$ cat config.mk
export PLATFORM = sky130hd
export DESIGN_NAME = tlight_monitor
export DESIGN_NICKNAME = d
export VERILOG_FILES = /design/src/rtl/tlight_pkg.sv /design/src/rtl/tlight_head_check.sv /design/src/rtl/tlight_monitor.sv
export SDC_FILE = /design/constraint.sdc
export NUM_CORES = 1
export LEC_CHECK = 0
export ABC_CLOCK_PERIOD_IN_PS = 4350
export BUFFER_PORTS_ARGS = -buffer_cell sky130_fd_sc_hd__buf_2
export CAP_MARGIN = 20
export CORE_UTILIZATION = 30
export CTS_CLUSTER_DIAMETER = 200
export DETAILED_ROUTE_END_ITERATION = 10
export PLACE_DENSITY = 0.59
export SYNTH_ARGS = -nofsm -noshare
export SYNTH_HDL_FRONTEND = slang
export SYNTH_SLANG_ARGS = --single-unit
$ cat constraint.sdc
create_clock -name Cp -period 4.35 [get_ports Cp]
set_input_delay 0.435 -clock Cp [delete_from_list [all_inputs] [get_ports Cp]]
set_output_delay 0.435 -clock Cp [all_outputs]
set_load 0.01 [all_outputs]
$ cat src/rtl/tlight_pkg.sv
// Shared types and constants for the intersection lamp conflict monitor.
package tlight_pkg;

  typedef enum logic [1:0] {STARTUP, MONITOR, FAULT} state_e;
  typedef enum logic [1:0] {GO, YEL, STOP} phase_e;

  localparam logic [1:0] FC_NONE     = 2'd0;
  localparam logic [1:0] FC_CONFLICT = 2'd1;
  localparam logic [1:0] FC_DARK     = 2'd2;
  localparam logic [1:0] FC_SHORTY   = 2'd3;

  localparam logic [1:0] HD_W = 2'd0;
  localparam logic [1:0] HD_E = 2'd1;
  localparam logic [1:0] HD_S = 2'd2;
  localparam logic [1:0] HD_N = 2'd3;

  // Vehicle head bit positions {R,Y,L,G}; pedestrian heads are {R,G}.
  localparam int LB_R = 3;
  localparam int LB_Y = 2;
  localparam int LB_L = 1;
  localparam int LB_G = 0;
  localparam int PB_G = 0;

  // Lowest-numbered head wins (W > E > S > N).
  function automatic logic [1:0] first_head(input logic [3:0] v);
    if (v[0])      return HD_W;
    else if (v[1]) return HD_E;
    else if (v[2]) return HD_S;
    else           return HD_N;
  endfunction

endpackage

$ cat src/rtl/tlight_head_check.sv
// Per-vehicle-head checker: dark/multi persistence counter and yellow-duration tracker.
module tlight_head_check
  import tlight_pkg::*;
#(
  parameter int PERSIST    = 2,
  parameter int MIN_YELLOW = 3
) (
  input  logic       Cp,
  input  logic       reset,
  input  logic       hold,
  input  logic       restart,
  input  logic [3:0] lamp,
  output logic       dm_cond,
  output logic       dm_evt,
  output logic       sy_evt
);

  localparam int CW = $clog2(PERSIST + 1);
  localparam int YW = $clog2(MIN_YELLOW + 1);

  logic [CW-1:0] dm_cnt_q, dm_cnt_d;
  logic [YW-1:0] ycnt_q, ycnt_d;
  phase_e        phase_q, phase_d;
  logic          go_on;

  assign go_on   = lamp[LB_G] | lamp[LB_L];
  assign dm_cond = (lamp == 4'b0000) | (lamp[LB_R] & (lamp[LB_Y] | go_on));

  always_comb begin
    dm_cnt_d = '0;
    dm_evt   = 1'b0;
    phase_d  = phase_q;
    ycnt_d   = ycnt_q;
    sy_evt   = 1'b0;
    if (!hold) begin
      if (dm_cond)
        dm_cnt_d = (dm_cnt_q == CW'(PERSIST)) ? dm_cnt_q : dm_cnt_q + 1'b1;
      dm_evt = dm_cond && (dm_cnt_d == CW'(PERSIST));

      if (go_on) begin
        phase_d = GO;
      end else begin
        unique case (phase_q)
          GO: begin
            if (lamp[LB_Y]) begin
              phase_d = YEL;
              ycnt_d  = YW'(1);
            end else if (lamp[LB_R]) begin
              // Green straight to red skips yellow entirely.
              phase_d = STOP;
              sy_evt  = 1'b1;
            end
          end
          YEL: begin
            if (lamp[LB_R]) begin
              phase_d = STOP;
              sy_evt  = (ycnt_q < YW'(MIN_YELLOW));
            end else if (lamp[LB_Y]) begin
              ycnt_d = (ycnt_q == YW'(MIN_YELLOW)) ? ycnt_q : ycnt_q + 1'b1;
            end
          end
          default: ;
        endcase
      end
    end
    if (hold || restart) begin
      phase_d = STOP;
      ycnt_d  = '0;
    end
  end

  always_ff @(posedge Cp) begin
    if (reset) begin
      dm_cnt_q <= '0;
      ycnt_q   <= '0;
      phase_q  <= STOP;
    end else begin
      dm_cnt_q <= dm_cnt_d;
      ycnt_q   <= ycnt_d;
      phase_q  <= phase_d;
    end
  end

endmodule

$ cat src/rtl/tlight_monitor.sv
// Lamp conflict monitor: latches the first unsafe lamp combination and requests all-red flash.
module tlight_monitor
  import tlight_pkg::*;
#(
  parameter int PERSIST    = 2,
  parameter int MIN_YELLOW = 3,
  parameter int START_HOLD = 4,
  parameter int FLASH_DIV  = 5
) (
  input  logic       Cp,
  input  logic       reset,
  input  logic [3:0] lamp_w,
  input  logic [3:0] lamp_e,
  input  logic [3:0] lamp_s,
  input  logic [3:0] lamp_n,
  input  logic [1:0] ped_ww,
  input  logic [1:0] ped_ew,
  input  logic [1:0] ped_sw,
  input  logic [1:0] ped_nw,
  input  logic       clr,
  output logic       fault,
  output logic [1:0] fault_code,
  output logic [1:0] fault_head,
  output logic       flash,
  output logic       flash_lamp
);

  localparam int CW = $clog2(PERSIST + 1);
  localparam int HW = $clog2(START_HOLD + 1);
  localparam int DW = $clog2(FLASH_DIV + 1);

  logic [3:0]    lamp_arr [4];
  logic [3:0]    dm_cond, dm_evt, sy_evt;
  logic          hold, restart, ew_go, ns_go, conflict, any_cond, conf_evt;
  logic          unused_ped_r;
  logic [CW-1:0] conf_cnt_q, conf_cnt_d;
  logic [HW-1:0] hold_cnt_q, hold_cnt_d;
  logic [DW-1:0] div_q, div_d;
  state_e        state_q, state_d;
  logic          fault_q, fault_d, flash_lamp_q, flash_lamp_d;
  logic [1:0]    code_q, code_d, head_q, head_d;

  assign lamp_arr[HD_W] = lamp_w;
  assign lamp_arr[HD_E] = lamp_e;
  assign lamp_arr[HD_S] = lamp_s;
  assign lamp_arr[HD_N] = lamp_n;

  assign unused_ped_r = ^{ped_ww[1], ped_ew[1], ped_sw[1], ped_nw[1]};

  assign ew_go = lamp_w[LB_G] | lamp_w[LB_L] | lamp_e[LB_G] | lamp_e[LB_L]
               | ped_ww[PB_G] | ped_ew[PB_G];
  assign ns_go = lamp_s[LB_G] | lamp_s[LB_L] | lamp_n[LB_G] | lamp_n[LB_L]
               | ped_sw[PB_G] | ped_nw[PB_G];
  assign conflict = ew_go & ns_go;
  assign any_cond = conflict | (|dm_cond);
  assign hold     = (state_q == STARTUP);
  assign restart  = (state_q == FAULT) && clr && !any_cond;

  for (genvar gi = 0; gi < 4; gi++) begin : g_head
    tlight_head_check #(
      .PERSIST   (PERSIST),
      .MIN_YELLOW(MIN_YELLOW)
    ) u_head (
      .Cp     (Cp),
      .reset  (reset),
      .hold   (hold),
      .restart(restart),
      .lamp   (lamp_arr[gi]),
      .dm_cond(dm_cond[gi]),
      .dm_evt (dm_evt[gi]),
      .sy_evt (sy_evt[gi])
    );
  end

  always_comb begin
    conf_cnt_d = '0;
    if (!hold && conflict)
      conf_cnt_d = (conf_cnt_q == CW'(PERSIST)) ? conf_cnt_q : conf_cnt_q + 1'b1;
    conf_evt = conflict && (conf_cnt_d == CW'(PERSIST));
  end

  always_comb begin
    state_d      = state_q;
    hold_cnt_d   = hold_cnt_q;
    fault_d      = fault_q;
    code_d       = code_q;
    head_d       = head_q;
    flash_lamp_d = flash_lamp_q;
    div_d        = div_q;
    unique case (state_q)
      STARTUP: begin
        if (hold_cnt_q == HW'(START_HOLD - 1)) state_d = MONITOR;
        else                                   hold_cnt_d = hold_cnt_q + 1'b1;
      end
      MONITOR: begin
        if (conf_evt || (|dm_evt) || (|sy_evt)) begin
          state_d      = FAULT;
          fault_d      = 1'b1;
          flash_lamp_d = 1'b1;
          div_d        = '0;
          if (conf_evt) begin
            code_d = FC_CONFLICT;
            head_d = HD_W;
          end else if (|dm_evt) begin
            code_d = FC_DARK;
            head_d = first_head(dm_evt);
          end else begin
            code_d = FC_SHORTY;
            head_d = first_head(sy_evt);
          end
        end
      end
      FAULT: begin
        if (restart) begin
          state_d      = MONITOR;
          fault_d      = 1'b0;
          code_d       = FC_NONE;
          head_d       = HD_W;
          flash_lamp_d = 1'b0;
          div_d        = '0;
        end else if (div_q == DW'(FLASH_DIV - 1)) begin
          flash_lamp_d = ~flash_lamp_q;
          div_d        = '0;
        end else begin
          div_d = div_q + 1'b1;
        end
      end
      default: state_d = STARTUP;
    endcase
  end

  always_ff @(posedge Cp) begin
    if (reset) begin
      state_q      <= STARTUP;
      hold_cnt_q   <= '0;
      conf_cnt_q   <= '0;
      div_q        <= '0;
      fault_q      <= 1'b0;
      code_q       <= FC_NONE;
      head_q       <= HD_W;
      flash_lamp_q <= 1'b0;
    end else begin
      state_q      <= state_d;
      hold_cnt_q   <= hold_cnt_d;
      conf_cnt_q   <= conf_cnt_d;
      div_q        <= div_d;
      fault_q      <= fault_d;
      code_q       <= code_d;
      head_q       <= head_d;
      flash_lamp_q <= flash_lamp_d;
    end
  end

  assign fault      = fault_q;
  assign flash      = fault_q;
  assign fault_code = code_q;
  assign fault_head = head_q;
  assign flash_lamp = flash_lamp_q;

endmodule

**After elaboration in Yosys (flattened, before gate mapping)**

Cells that the tools add are included.

- Bits in registers: 40
- Input port bits: 27
- Output and inout port bits: 7
- Logic and storage cells: 266

- Add/sub/neg operators: 11
- $lt $le $gt $ge: 4
- Eq/ne operators: 42
- Muxes and demuxes: 107
- Bitwise logic cells: 33
- Reduce and logical (&&, ||, !) cells: 49

Operators with widths:

| cell | count |
|---|---|
| two-way mux 2 bit | 55 |
| case mux 2 bit (2 select lines) | 10 |
| != test 2 bit, second input constant | 18 |
| two-way mux 1 bit | 31 |
| equality test 2 bit, second input constant | 15 |
| AND reduction 7 bit | 4 |
| OR 1 bit | 21 |
| adder 2 x 1 -> 2 bit, second input constant | 9 |
| logical NOT 4 bit | 4 |
| case mux 1 bit (2 select lines) | 6 |
| AND reduction 2 bit | 6 |
| nonzero test 3 bit | 4 |
| OR reduction 4 bit | 3 |
| equality test 2 x 1 -> 1 bit, second input constant | 5 |
| logical NOT 2 bit | 5 |
| nonzero test 2 bit | 5 |
| two-way mux 3 bit | 3 |
| AND reduction 3 bit | 3 |
| logical AND 1 bit | 8 |
| less-than comparator 2 bit, second input constant | 4 |
| inverter 1 bit | 7 |
| adder 3 x 1 -> 3 bit, second input constant | 2 |
| case mux 2 bit (3 select lines) | 1 |
| case mux 3 bit (2 select lines) | 1 |
| other kinds (8) | 16 |

**Logic depth before layout (Yosys ltp)**

- Depth in word-level cells: 16
- Mapped depth: 10
- Mapped depth without buffers: 8

**Cells and area by module**

A second synthesis with hierarchy kept.

- Cells, all modules: 271
- Area, all modules: 2,373.5 um2

Modules (own cells, without submodules):

| module | times used | cells an instance | area each (um2) | seq. area each (um2) |
|---|---|---|---|---|
| tlight_head_check | 4 | 40 | 346.6 | 120.1 |
| tlight_monitor | 1 | 111 | 987.2 | 320.3 |

**Worst setup path before layout**

OpenSTA, ideal clock, no wires.

- Path kind: input port to flip-flop
- From: input lamp_e[1]
- To: register fault_q (netlist: fault)
- Library setup time: 0.059 ns
- Arrival: 2.288 ns
- Data required time: 4.291 ns
- Slack: 2.004 ns
- Stages: 7
- Buffers on the path: 1
- Cells stage by stage: nor3_1 mux2i_1 a41oi_2 or4_1 buf_6 a311oi_2 a31o_1

- Longest elaborated chain between the ends: 14
- Elaborated cells between the ends (all ways): 31
- Classes of those cells: eq/ne: 4; mux: 6; bitwise: 9; reduce/logical: 12

Ends and longest elaborated chain:

| item | line | source |
|---|---|---|
| start: declaration | tlight_monitor.sv:13 | `input logic [3:0] lamp_e,` |
| OR 1 bit | tlight_head_check.sv:26 | `assign go_on = lamp[LB_G] \| lamp[LB_L];` |
| OR 1 bit | tlight_head_check.sv:27 | `assign dm_cond = (lamp == 4'b0000) \| (lamp[LB_R] & (lamp[LB_Y] \| go_on));` |
| bitwise AND 1 bit | tlight_head_check.sv:27 |  |
| OR 1 bit | tlight_head_check.sv:27 |  |
| two-way mux 2 bit | tlight_head_check.sv:36 | `if (dm_cond)` |
| two-way mux 2 bit | tlight_head_check.sv:35 | `if (!hold) begin` |
| equality test 2 bit | tlight_head_check.sv:38 | `dm_evt = dm_cond && (dm_cnt_d == CW'(PERSIST));` |
| logical AND 1 bit | tlight_head_check.sv:38 |  |
| two-way mux 1 bit | tlight_head_check.sv:35 |  |
| OR reduction 4 bit | tlight_monitor.sv:96 | `if (conf_evt \|\| (\|dm_evt) \|\| (\|sy_evt)) begin` |
| logical OR 1 bit (2 in series) | tlight_monitor.sv:96 |  |
| != test 2 bit (no line) | - |  |
| AND reduction 3 bit (no line) (*) | - |  |
| end signal: assignment | tlight_monitor.sv:147 | `fault_q <= fault_d;` |
| end: declaration | tlight_monitor.sv:40 | `logic fault_q, fault_d, flash_lamp_q, flash_lamp_d;` |

Mark *: on every way between the ends. The rest lies on a longest branch, timed or not. The select of a mux whose other input is x is not followed.
A chain may end at the register's enable or synchronous reset.

**Worst setup path in the final report**

- From: register state_q[1]
- To: register head_q[0] (netlist: fault_head[0])

- Longest elaborated chain between the ends: 10
- Elaborated cells between the ends (all ways): 36
- Classes of those cells: eq/ne: 5; mux: 19; reduce/logical: 12

Ends and longest elaborated chain:

| item | line | source |
|---|---|---|
| start: declaration | tlight_monitor.sv:39 | `state_e state_q, state_d;` |
| start signal: assignment | tlight_monitor.sv:143 | `state_q <= state_d;` |
| parallel branches: the longest is 10 deep, another holds logical NOT 2 bit | - |  |
| end signal: assignment | tlight_monitor.sv:140 | `head_q <= HD_W;` |
| end signal: assignment | tlight_monitor.sv:149 | `head_q <= head_d;` |
| end: declaration | tlight_monitor.sv:41 | `logic [1:0] code_q, code_d, head_q, head_d;` |

Parallel ways; which one is timed is not known. The select of a mux whose other input is x is not followed.

==> results.json <==
{
  "skew_ns": 0.006941,
  "cts_resized": 0,
  "rows": 31,
  "remaining_drc_errors": 0,
  "numCtsBuffers": 5,
  "drv_slew": 0,
  "crit_end": "fault_head[0]",
  "cts_sinks": 40,
  "ys_seq_area_frac": 0.3497,
  "core_area_mm2": 0.007331,
  "finish.net_count": 350,
  "vias": 2066,
  "die_h_um": 89.37,
  "clk_root_buffer_cell": "clkbuf_8",
  "hpwlAfterDp_mm": 3.903,
  "ios": 34,
  "grt_pass1_vias": 1860,
  "ys_seq_elements": 40,
  "grt.overflow.total": 0,
  "synth_edf_count": 0,
  "fin_crit_ns": 2.718,
  "p_clk_frac": 0.239,
  "drt_iter0_drc": 129,
  "io_buffers": 29,
  "dpl-instance-area_mm2": 0.002514,
  "cellPowerDensity_mw_per_mm2": 387.2,
  "max_freq_mhz": 367.9,
  "synthSimpleGateAreaFrac": 0.2787,
  "syn_inst": 280,
  "gp_congestion": 0.8058,
  "ys_warn_count": 0,
  "ys.flop_type": "dfxtp_1",
  "tns_ns": 0,
  "rsz0062_at_grt": "false",
  "comb_power_share": 0.320,
  "grt_max_degree": 21,
  "cts_buffer_depth": 2,
  "synth_mux_area_frac": 0.03934,
  "met2_usage": 0.2248,
  "grtUsageMet1": 0.1869,
  "reg2reg_slack_ns": 1.63,
  "grt_use_total": 0.1400,
  "fin_area_mm2": 0.002591,
  "seqPwrFrac": 0.441,
  "antenna_found_initial": 0,
  "synth_top_family_by_area": "simple AND/OR/NAND/NOR gates",
  "holdWs_ns": 0.3647,
  "syn_avg_cell_area_um2": 8.177,
  "drive_gt1_frac": 0.1368,
  "dr.pass1.iters": 4,
  "fin_cells": 406,
  "worstRegToRegCells": 8,
  "power.leakage_nw": 1.048,
  "initial_core_util": 0.3123,
  "status": "finished clean",
  "die_area_mm2": 0.007986,
  "via_per_inst": 5.089,
  "top_usage_layer": "met2",
  "fp.dieW_um": 89.37,
  "drtAntennaViolNets": 0,
  "relSlewSlack": 0.4529,
  "worstPathMaxFanout": 16,
  "gr-usage-met3": 0.02770,
  "hp-class": "in2reg",
  "drt-total-wl_mm": 5.196,
  "clkTransAtPathRegs_ns": 0.08,
  "sw_frac_of_total": 0.3605,
  "fin_util": 0.3535,
  "setup_viol": 0,
  "synth_compound_area_frac": 0.1721,
  "postCtsHoldBufs": 0,
  "worstSetupPathType": "reg2reg",
  "period_share": 0.6249,
  "r2r_start": "state_q[1]",
  "yosys-top-cells-area": "dfxtp_1 35%, ha_1 8.7%, nor2_1 5.2%",
  "antenna_cells": 0,
  "htreeDepth": 2,
  "place_inst": 399,
  "syn-num-nets": 323,
  "hold_viol_final": 0,
  "r2r-end": "fault_head[0]",
  "power.switching_uw": 361.7,
  "synth_area_mm2": 0.002290,
  "critPathLaunch": "state_q[1]",
  "syn2layout_area_growth_pct": 13.17,
  "end_kind": "flip-flop",
  "tritoncts": "done",
  "post_cts_buffers": 0,
  "tightest_slew_ns": 0.8139,
  "synth.distinct_cells": 45,
  "synth_top_area_share": 0.3497,
  "clk-insertion-delay-late_ns": 0.29,
  "worstPathRequired_ns": 4.52,
  "ir_worst_vdd_v": 0.0001182,
  "grt_pass1_wl_mm": 8.590,
  "synth_fa_ha_area_frac": 0.08743,
  "p_int_uw": 641.7,
  "synth_async_sr_flop_share": 0,
  "n_fill_cell": 762,
  "crit_path_start_kind": "flip-flop",
  "synth-xor-area-share": 0.01530,
  "max-cap-violations": 0,
  "yosysTopAreaCell": "dfxtp_1",
  "crit_arrival_ns": 2.88,
  "routedWlPerCell_um": 12.80
}
## critical path, cell delays in order (launching register included)
cell and delay, ns:
dfxtp_1 0.32, inv_1 0.09, ha_1 0.58, nor2_1 0.12, o211ai_2 0.12, a41oi_2 0.20, nor4_2 0.78, nor3_1 0.20
mux2i_1 0.17
## area by class of cell
| class | count | area [um2] | share of cell area |
|---|---|---|---|
| clock buffer | 6 | 72.57 | 0.02801 |
| sequential | 40 | 800.8 | 0.3090 |
| inverter | 23 | 86.33 | 0.03332 |
| clock inverter | 1 | 5.005 | 0.001931 |
| timing repair buffer | 29 | 145.1 | 0.05601 |
| multi-input combinational | 208 | 1358 | 0.5239 |
| tap | 99 | 123.9 | 0.04780 |
## flip-flops by register name, summed over array words and instances, names as in the netlist
register                flops
conf_cnt_q                  2
g_head.u_head.dm_cnt_q      8
fault_head                  2
g_head.u_head.ycnt_q        8
state_q                     2
fault                       1
g_head.u_head.phase_q       8
hold_cnt_q                  3
fault_code                  2
flash_lamp                  1
div_q                       3
## worst min-delay path by stage
stage	cells past startpoint	start	endpoint
global placement	2	fault_code[0]	fault_code[0]
global route	2	lamp_e[1]	g_head[1].u_head.phase_q[1]
CTS	2	lamp_e[1]	g_head[1].u_head.phase_q[1]
floorplan	2	g_head[0].u_head.ycnt_q[1]	g_head[0].u_head.ycnt_q[1]
finish	2	lamp_e[0]	g_head[1].u_head.phase_q[1]
detailed placement	2	fault_code[0]	fault_code[0]
## Yosys cell counts (2+ instances only)
cell      number
or4_1          2
a21oi_1       17
nor3_1         7
nand3b_1       2
nand2_1       12
and3b_1        3
a31oi_1        3
inv_1         23
nand4_1        9
xor2_1         2
nor2_1        32
a211oi_1       6
nand2b_1      11
nor3b_1        4
o31ai_1        6
mux2i_1        9
xnor2_1        2
ha_1          16
clkbuf_1       6
o21ai_0       13
dfxtp_1       40
nor4_1         6
nand3_1       15
and3_1        13
## cell usage in the layout, fill, tap and decap left out, types with 5 or more instances in the layout
| cell | netlist | layout |
|---|---|---|
| nor3_1 | 7 | 7 |
| nor4_1 | 6 | 6 |
| mux2i_1 | 9 | 9 |
| clkbuf_8 | 0 | 5 |
| a21oi_1 | 17 | 17 |
| nand3_1 | 15 | 15 |
| o31ai_1 | 6 | 6 |
| ha_1 | 16 | 16 |
| dfxtp_1 | 40 | 40 |
| and3_1 | 13 | 13 |
| nand2_1 | 12 | 12 |
| nand4_1 | 9 | 9 |
| nand2b_1 | 11 | 11 |
| o21ai_0 | 13 | 13 |
| a211oi_1 | 6 | 6 |
| inv_1 | 23 | 23 |
| buf_2 | 0 | 29 |
| nor2_1 | 32 | 32 |
## kinds of logic (layout without fill, tap and decap cells)
logic type / count (synthesis) / after routing
buffers and inverters: 32 / 59
and+or+nand+nor: 120 / 120
AOI/OAI and AO/OA: 59 / 59
adders and majority gates: 16 / 16
DFF: 40 / 40
muxes: 9 / 9
xor gates and xnor gates: 4 / 4
## power by group through the flow
stage / clock (mW) / combinational (mW) / sequential (mW)
3_5_place_dp: 0 / 0.321 / 0.452
6_report: 0.240 / 0.321 / 0.443
5_1_grt: 0.263 / 0.366 / 0.448
3_3_place_gp: 0 / 0.318 / 0.449
2_1_floorplan: 0 / 0.226 / 0.456
4_1_cts: 0.249 / 0.323 / 0.443
## stage by stage
step                setup slack (ns)  total power [mW]
global route                   1.400             1.078
finish                         1.632             1.003
CTS                            1.653             1.015
floorplan                      2.004            0.6825
detailed placement             1.531            0.7730
global placement               1.513            0.7673
## layer usage
metal  wire (um)  vias up
li1            -     1059
met4          68        0
met3         224        6
met1        2534      959
met5           0        -
met2        2367       42
Power figures use the tool's default switching activity.
